`src/rtl/uart_rx_if.sv`:
```
// Serial line in, received byte and status pulses out, for the uart_rx receiver.
interface uart_rx_if;
  logic       uart_rxd;
  logic [7:0] dout;
  logic       valid;
  logic       parity_err;
  logic       frame_err;
  logic       busy;

  // Receiver side: listens to the line, drives the byte and status pulses.
  modport master (
    input  uart_rxd,
    output dout,
    output valid,
    output parity_err,
    output frame_err,
    output busy
  );

  // Consumer side: drives the line, observes the results.
  modport slave (
    output uart_rxd,
    input  dout,
    input  valid,
    input  parity_err,
    input  frame_err,
    input  busy
  );
endinterface

```
`src/rtl/uart_rx.sv`:
```
// UART receiver: start, 8 data bits LSB first, parity, stop. Samples mid-bit on a
// synchronized copy of the line and pulses valid/parity_err/frame_err for one cycle.
module uart_rx #(
  parameter int unsigned CLKS_PER_BIT = 5208,
  parameter int unsigned PAR_MODE     = 0
) (
  input logic       clk,
  input logic       rst,
  uart_rx_if.master bus
);

  localparam int unsigned     CntW    = $clog2(CLKS_PER_BIT);
  localparam logic [CntW-1:0] CntMax  = CntW'(CLKS_PER_BIT - 1);
  localparam logic [CntW-1:0] CntHalf = CntW'(CLKS_PER_BIT / 2 - 1);

  typedef enum logic [2:0] {StIdle, StStart, StData, StParity, StStop} state_e;

  state_e          state_q, state_d;
  logic            meta_q, meta_d;
  logic            rxd_s_q, rxd_s_d;
  logic            armed_q, armed_d;
  logic [CntW-1:0] cnt_q, cnt_d;
  logic [2:0]      bit_cnt_q, bit_cnt_d;
  logic [7:0]      shift_q, shift_d;
  logic            par_bit_q, par_bit_d;
  logic [7:0]      dout_q, dout_d;
  logic            valid_q, valid_d;
  logic            parity_err_q, parity_err_d;
  logic            frame_err_q, frame_err_d;
  logic            busy_q, busy_d;
  logic            tick;
  logic            par_exp;

  assign tick    = (cnt_q == CntMax);
  // Mode 0 demands a zero parity bit; mode 1 is even parity over the data.
  assign par_exp = (PAR_MODE == 1) ? ^shift_q : 1'b0;

  // Next-state: synchronizer shift, baud timing, bit capture and output pulses.
  always_comb begin
    state_d      = state_q;
    meta_d       = bus.uart_rxd;
    rxd_s_d      = meta_q;
    armed_d      = armed_q;
    cnt_d        = cnt_q;
    bit_cnt_d    = bit_cnt_q;
    shift_d      = shift_q;
    par_bit_d    = par_bit_q;
    dout_d       = dout_q;
    valid_d      = 1'b0;
    parity_err_d = 1'b0;
    frame_err_d  = 1'b0;

    unique case (state_q)
      StIdle: begin
        cnt_d     = '0;
        bit_cnt_d = '0;
        // Armed only re-asserts once the line is seen high, so a held break
        // cannot start a new frame.
        if (rxd_s_q) begin
          armed_d = 1'b1;
        end else if (armed_q) begin
          state_d = StStart;
        end
      end
      StStart: begin
        if (cnt_q == CntHalf) begin
          cnt_d   = '0;
          state_d = rxd_s_q ? StIdle : StData;
        end else begin
          cnt_d = cnt_q + CntW'(1);
        end
      end
      StData: begin
        if (tick) begin
          cnt_d     = '0;
          shift_d   = {rxd_s_q, shift_q[7:1]};
          bit_cnt_d = bit_cnt_q + 3'd1;
          if (bit_cnt_q == 3'd7) begin
            state_d = StParity;
          end
        end else begin
          cnt_d = cnt_q + CntW'(1);
        end
      end
      StParity: begin
        if (tick) begin
          cnt_d     = '0;
          par_bit_d = rxd_s_q;
          state_d   = StStop;
        end else begin
          cnt_d = cnt_q + CntW'(1);
        end
      end
      StStop: begin
        if (tick) begin
          // Leave at mid-stop so an immediately following start edge is caught.
          cnt_d   = '0;
          state_d = StIdle;
          if (rxd_s_q) begin
            dout_d       = shift_q;
            valid_d      = 1'b1;
            parity_err_d = (par_bit_q != par_exp);
          end else begin
            frame_err_d = 1'b1;
            armed_d     = 1'b0;
          end
        end else begin
          cnt_d = cnt_q + CntW'(1);
        end
      end
      default: state_d = StIdle;
    endcase

    busy_d = (state_d != StIdle);
  end

  // All state and registered outputs; reset aborts any frame in flight.
  always_ff @(posedge clk or posedge rst) begin
    if (rst) begin
      state_q      <= StIdle;
      meta_q       <= 1'b1;
      rxd_s_q      <= 1'b1;
      armed_q      <= 1'b1;
      cnt_q        <= '0;
      bit_cnt_q    <= '0;
      shift_q      <= '0;
      par_bit_q    <= 1'b0;
      dout_q       <= '0;
      valid_q      <= 1'b0;
      parity_err_q <= 1'b0;
      frame_err_q  <= 1'b0;
      busy_q       <= 1'b0;
    end else begin
      state_q      <= state_d;
      meta_q       <= meta_d;
      rxd_s_q      <= rxd_s_d;
      armed_q      <= armed_d;
      cnt_q        <= cnt_d;
      bit_cnt_q    <= bit_cnt_d;
      shift_q      <= shift_d;
      par_bit_q    <= par_bit_d;
      dout_q       <= dout_d;
      valid_q      <= valid_d;
      parity_err_q <= parity_err_d;
      frame_err_q  <= frame_err_d;
      busy_q       <= busy_d;
    end
  end

  assign bus.dout       = dout_q;
  assign bus.valid      = valid_q;
  assign bus.parity_err = parity_err_q;
  assign bus.frame_err  = frame_err_q;
  assign bus.busy       = busy_q;

endmodule

```
`src/flat_wrapper.sv`:
```
// flat-port wrapper written by rule: the top's interface ports become plain ports
module uart_rx_flat 
#(
  parameter int unsigned CLKS_PER_BIT = 5208,
  parameter int unsigned PAR_MODE     = 0
)
  (clk, rst, bus_uart_rxd, bus_dout, bus_valid, bus_parity_err, bus_frame_err, bus_busy);
  uart_rx_if bus_i ();
  input logic clk;
  input logic rst;
  input wire logic [$bits(bus_i.uart_rxd)-1:0] bus_uart_rxd;
  output wire logic [$bits(bus_i.dout)-1:0] bus_dout;
  output wire logic [$bits(bus_i.valid)-1:0] bus_valid;
  output wire logic [$bits(bus_i.parity_err)-1:0] bus_parity_err;
  output wire logic [$bits(bus_i.frame_err)-1:0] bus_frame_err;
  output wire logic [$bits(bus_i.busy)-1:0] bus_busy;
  assign bus_i.uart_rxd = bus_uart_rxd;
  assign bus_dout = bus_i.dout;
  assign bus_valid = bus_i.valid;
  assign bus_parity_err = bus_i.parity_err;
  assign bus_frame_err = bus_i.frame_err;
  assign bus_busy = bus_i.busy;
  uart_rx #(.CLKS_PER_BIT(CLKS_PER_BIT), .PAR_MODE(PAR_MODE)) u_core (.clk(clk), .rst(rst), .bus(bus_i));
endmodule
```
`config.mk`:
```
export PLATFORM = sky130hd
export DESIGN_NAME = uart_rx_flat
export DESIGN_NICKNAME = d
export VERILOG_FILES = /design/src/rtl/uart_rx_if.sv /design/src/rtl/uart_rx.sv /design/src/flat_wrapper.sv
export SDC_FILE = /design/constraint.sdc
export NUM_CORES = 1
export LEC_CHECK = 0
export ABC_AREA = 0
export CORE_ASPECT_RATIO = 1.1
export CORE_MARGIN = 3
export CORE_UTILIZATION = 52
export DETAILED_ROUTE_END_ITERATION = 6
export GPL_ROUTABILITY_DRIVEN = 0
export PLACE_DENSITY = 0.84
export REMOVE_ABC_BUFFERS = 1
export SLEW_MARGIN = 10
export SYNTH_ARGS = -nofsm -noshare
export SYNTH_HDL_FRONTEND = slang
export SYNTH_SLANG_ARGS = --single-unit
```
`constraint.sdc`:
```
create_clock -name clk -period 1.9 [get_ports clk]
set_input_delay 0.19 -clock clk [delete_from_list [all_inputs] [get_ports clk]]
set_output_delay 0.19 -clock clk [all_outputs]
set_load 0.02 [all_outputs]
```
==> impl_metrics.py, run 1 <==
metrics = {
    "grt": {
        "grt_pass1_vias": 1443,
        "grt_pass1_wl_um": 6730,
        "antenna_found_initial": 0,
        "grt_overflow": 0,
        "track_usage_pct": 18.7,
        "grt_start_max_net_pins": 44,
    },
    "timing": {
        "tns_ns": 0,
        "rsz0062_at_grt": "true",
        "setup_viol": 0,
        "whs_ns": 0.292,
        "slew-limit-headroom_pct": 59.9,
        "finalCriticalPeriod_ns": 1.87,
        "setup_ws_ns": 0.0341,
        "drv_slew": 0,
        "finalCritPeriodShare_pct": 98.2,
        "hold_violations": 0,
        "worst-slew-pin-transition_ns": 0.597,
        "finClkSkew_ns": 0.00400,
        "fmax_mhz": 536,
    },
    "clocking": {
        "cts_buffer_depth": 2,
        "cts_tree": "done",
        "clk_latency_ns": 0.30,
        "htreeDepth": 2,
        "path_clk_slew_ns": 0.08,
        "cts_sinks": 43,
        "numCtsBuffers": 5,
        "hold_buffers": 0,
        "cts_root_buf": "clkbuf_8",
    },
    "layout": {
        "final_util_pct": 66.7,
        "fill_cells": 300,
        "regArea_um2": 1080,
        "nNetsFinal": 238,
        "drive_gt1_share_pct": 21.9,
        "diodes": 0,
        "final_area_um2": 2490,
        "multi_input_area_um2": 941,
        "syn2layout_area_growth_pct": 20.8,
    },
    "floorplanning": {
        "initial_utilization_pct": 55.2,
        "rows": 23,
        "chipWidth_um": 66.1,
        "core_area_um2": 3740,
        "dieHeight_um": 72.1,
        "die-area_um2": 4770,
        "top_level_ports": 15,
    },
    "worst_setup_path": {
        "arrival_ns": 2.05,
        "start_kind": "register",
        "worstPathMaxFanout": 5,
        "r2r_cells": 6,
        "cp.required_ns": 2.08,
        "end_kind": "register",
        "crit_type": "reg2reg",
    },
    "placement": {
        "dp_slack_ns": 0.0443,
        "hpwl_um": 2770,
        "dpl_cell_area_um2": 2340,
        "io_buffers": 14,
    },
    "run_status": {
        "status": "completed",
    },
    "detailed_routing": {
        "drc_errors": 0,
        "routed_wl_um": 3950,
        "wl_per_cell_um": 14.0,
        "drt_iter0_drc": 97,
        "viasPerCell": 5.42,
        "dr.pass1.iters": 4,
        "num_vias": 1534,
        "detail-route-antenna-nets": 0,
    },
    "yosys": {
        "yosys.area.top_type": "dfrtp_1",
        "synth.distinct_cells": 40,
        "syn_area_um2": 2070,
        "yosysSeqAreaShare_pct": 52.3,
        "synth_edf_count": 0,
        "synthFlopType": "dfrtp_1",
        "synth.ff_latch_count": 43,
        "ys_top_cells_by_area": "dfrtp_1 48%, nand2_1 8.0%, mux2_4 5.8%",
        "yosysTopAreaCellShare_pct": 48.5,
        "avgSynthCellArea_um2": 10.2,
        "async_flop_share_pct": 100,
        "synth_warnings": 0,
        "synth_cells": 202,
    },
    "hold_path": {
        "hold_class": "in2reg",
        "worstHoldPathCells": 1,
    },
    "power_and_ir_drop": {
        "power.leakage_nw": 1.22,
        "ir_drop_uv": 741,
        "cellPowerDensity_nw_per_um2": 913,
    },
    "flow_run": {
        "maxCapViolations": 0,
    },
}
worst paths after layout:
kind / start / end / slack [ns]
worst min register to register: u_core.meta_q / u_core.rxd_s_q / 0.36
worst max-delay path: u_core.cnt_q[1] / u_core.shift_q[6] / 0.03
max in group asynchronous: rst / u_core.meta_q / 1.21
worst min-delay path: bus_uart_rxd / u_core.meta_q / 0.29
min in group asynchronous: rst / u_core.cnt_q[6] / 0.32
worst max register to register: u_core.cnt_q[1] / u_core.shift_q[6] / 0.03
per-layer routing:
layer | up-vias | routed length (um) | GRT usage, %
li1 | 764 | - | -
met1 | 733 | 1740 | 24.3
met2 | 30 | 1980 | 29.4
met3 | 7 | 155 | 5.42
met4 | 0 | 84 | 7.67
met5 | - | 0 | 0
worst max-delay path, cell delays in order (launching register included):
cell and delay, ns:
dfrtp_1 0.38, ha_2 0.21, nor3b_4 0.27, nand4_4 0.10
or3_4 0.35, buf_6 0.15, mux2_4 0.29
through the flow:
step | power [W] | std cells
after detailed placement | 0.00155 | 273
after CTS | 0.00229 | 281
after global routing | 0.00241 | 283
final | 0.00228 | 283
after global placement | 0.00152 | 273
after floorplan | 0.00136 | 194
area by class of cell:
| cell class | count | area share, % |
|---|---|---|
| Clock buffer | 6 | 3.31 |
| Tap cell | 50 | 2.51 |
| Inverter | 5 | 0.752 |
| Sequential cell | 43 | 43.3 |
| Clock inverter | 2 | 1.40 |
| Multi-Input combinational cell | 146 | 37.7 |
| Timing Repair Buffer | 31 | 11.0 |
Yosys cell counts (3+ instances only):
library cell	n
buf_2	5
nand2_1	44
o21ai_0	8
inv_1	5
mux2_4	8
a31oi_1	9
nor2_1	15
a21oi_1	8
and3_1	3
dfstp_2	3
dfrtp_1	40
ha_1	3
xor2_1	3
nand3_1	8
or2_2	3
kinds of logic after synthesis:
kind of cell    after synthesis  share of synthesized area, %
compound gates               35                          10.8
xor+xnor                      3                          1.27
fa+ha+maj                     3                          1.82
buf+inv                      13                          3.03
flops                        43                          52.3
mux                           9                          6.36
simple gates                 96                          24.5
where the power goes:
group | switching [W] | internal, W | total [W]
logic | 0.000250 | 0.000231 | 0.000482
registers | 0.0000704 | 0.000995 | 0.00107
clock network | 0.000304 | 0.000425 | 0.000729
cell usage in the layout (no fill, tap or decap), types with 2 or more instances in the layout:
master	n
nand2b_1	2
nor3b_2	2
nand3_1	8
clkdlybuf4s50_1	14
dfstp_2	3
and4b_1	2
nand2_1	44
or2_2	3
dfrtp_1	40
and3_1	2
or3_4	2
clkbuf_8	6
nand4_1	2
a31oi_1	9
a22oi_1	2
nor2b_1	2
nor3b_1	2
nor2_1	15
inv_1	5
buf_4	15
buf_6	2
ha_1	2
a22o_1	2
mux2_4	8
xor2_1	3
o21ai_0	8
a21oi_1	8
sequential cells by signal, indices dropped and copies added (netlist names):
register	cells
u_core.armed_q	1
u_core.bit_cnt_q	3
u_core.bus.busy	1
u_core.bus.dout	8
u_core.bus.frame_err	1
u_core.bus.parity_err	1
u_core.bus.valid	1
u_core.cnt_q	13
u_core.meta_q	1
u_core.par_bit_q	1
u_core.rxd_s_q	1
u_core.shift_q	8
u_core.state_q	3
timing repair:
action | CTS | global route
buffers inserted | 0 | 1
endpoints found under the setup margin | 0 | 23
gates resized for setup | 0 | 10
(Power assumes the default switching activity.)
==> run 2: changes to the inputs <==
Settings changed: CAP_MARGIN set to 20.
==> results of run 2 <==
No change in the layout: final DEF, timing and power equal those of run 1.
==> run 3: changes to the inputs <==
Settings changed: TNS_END_PERCENT set to 1.
==> results of run 3 <==
No change in the layout: final DEF, timing and power equal those of run 1.
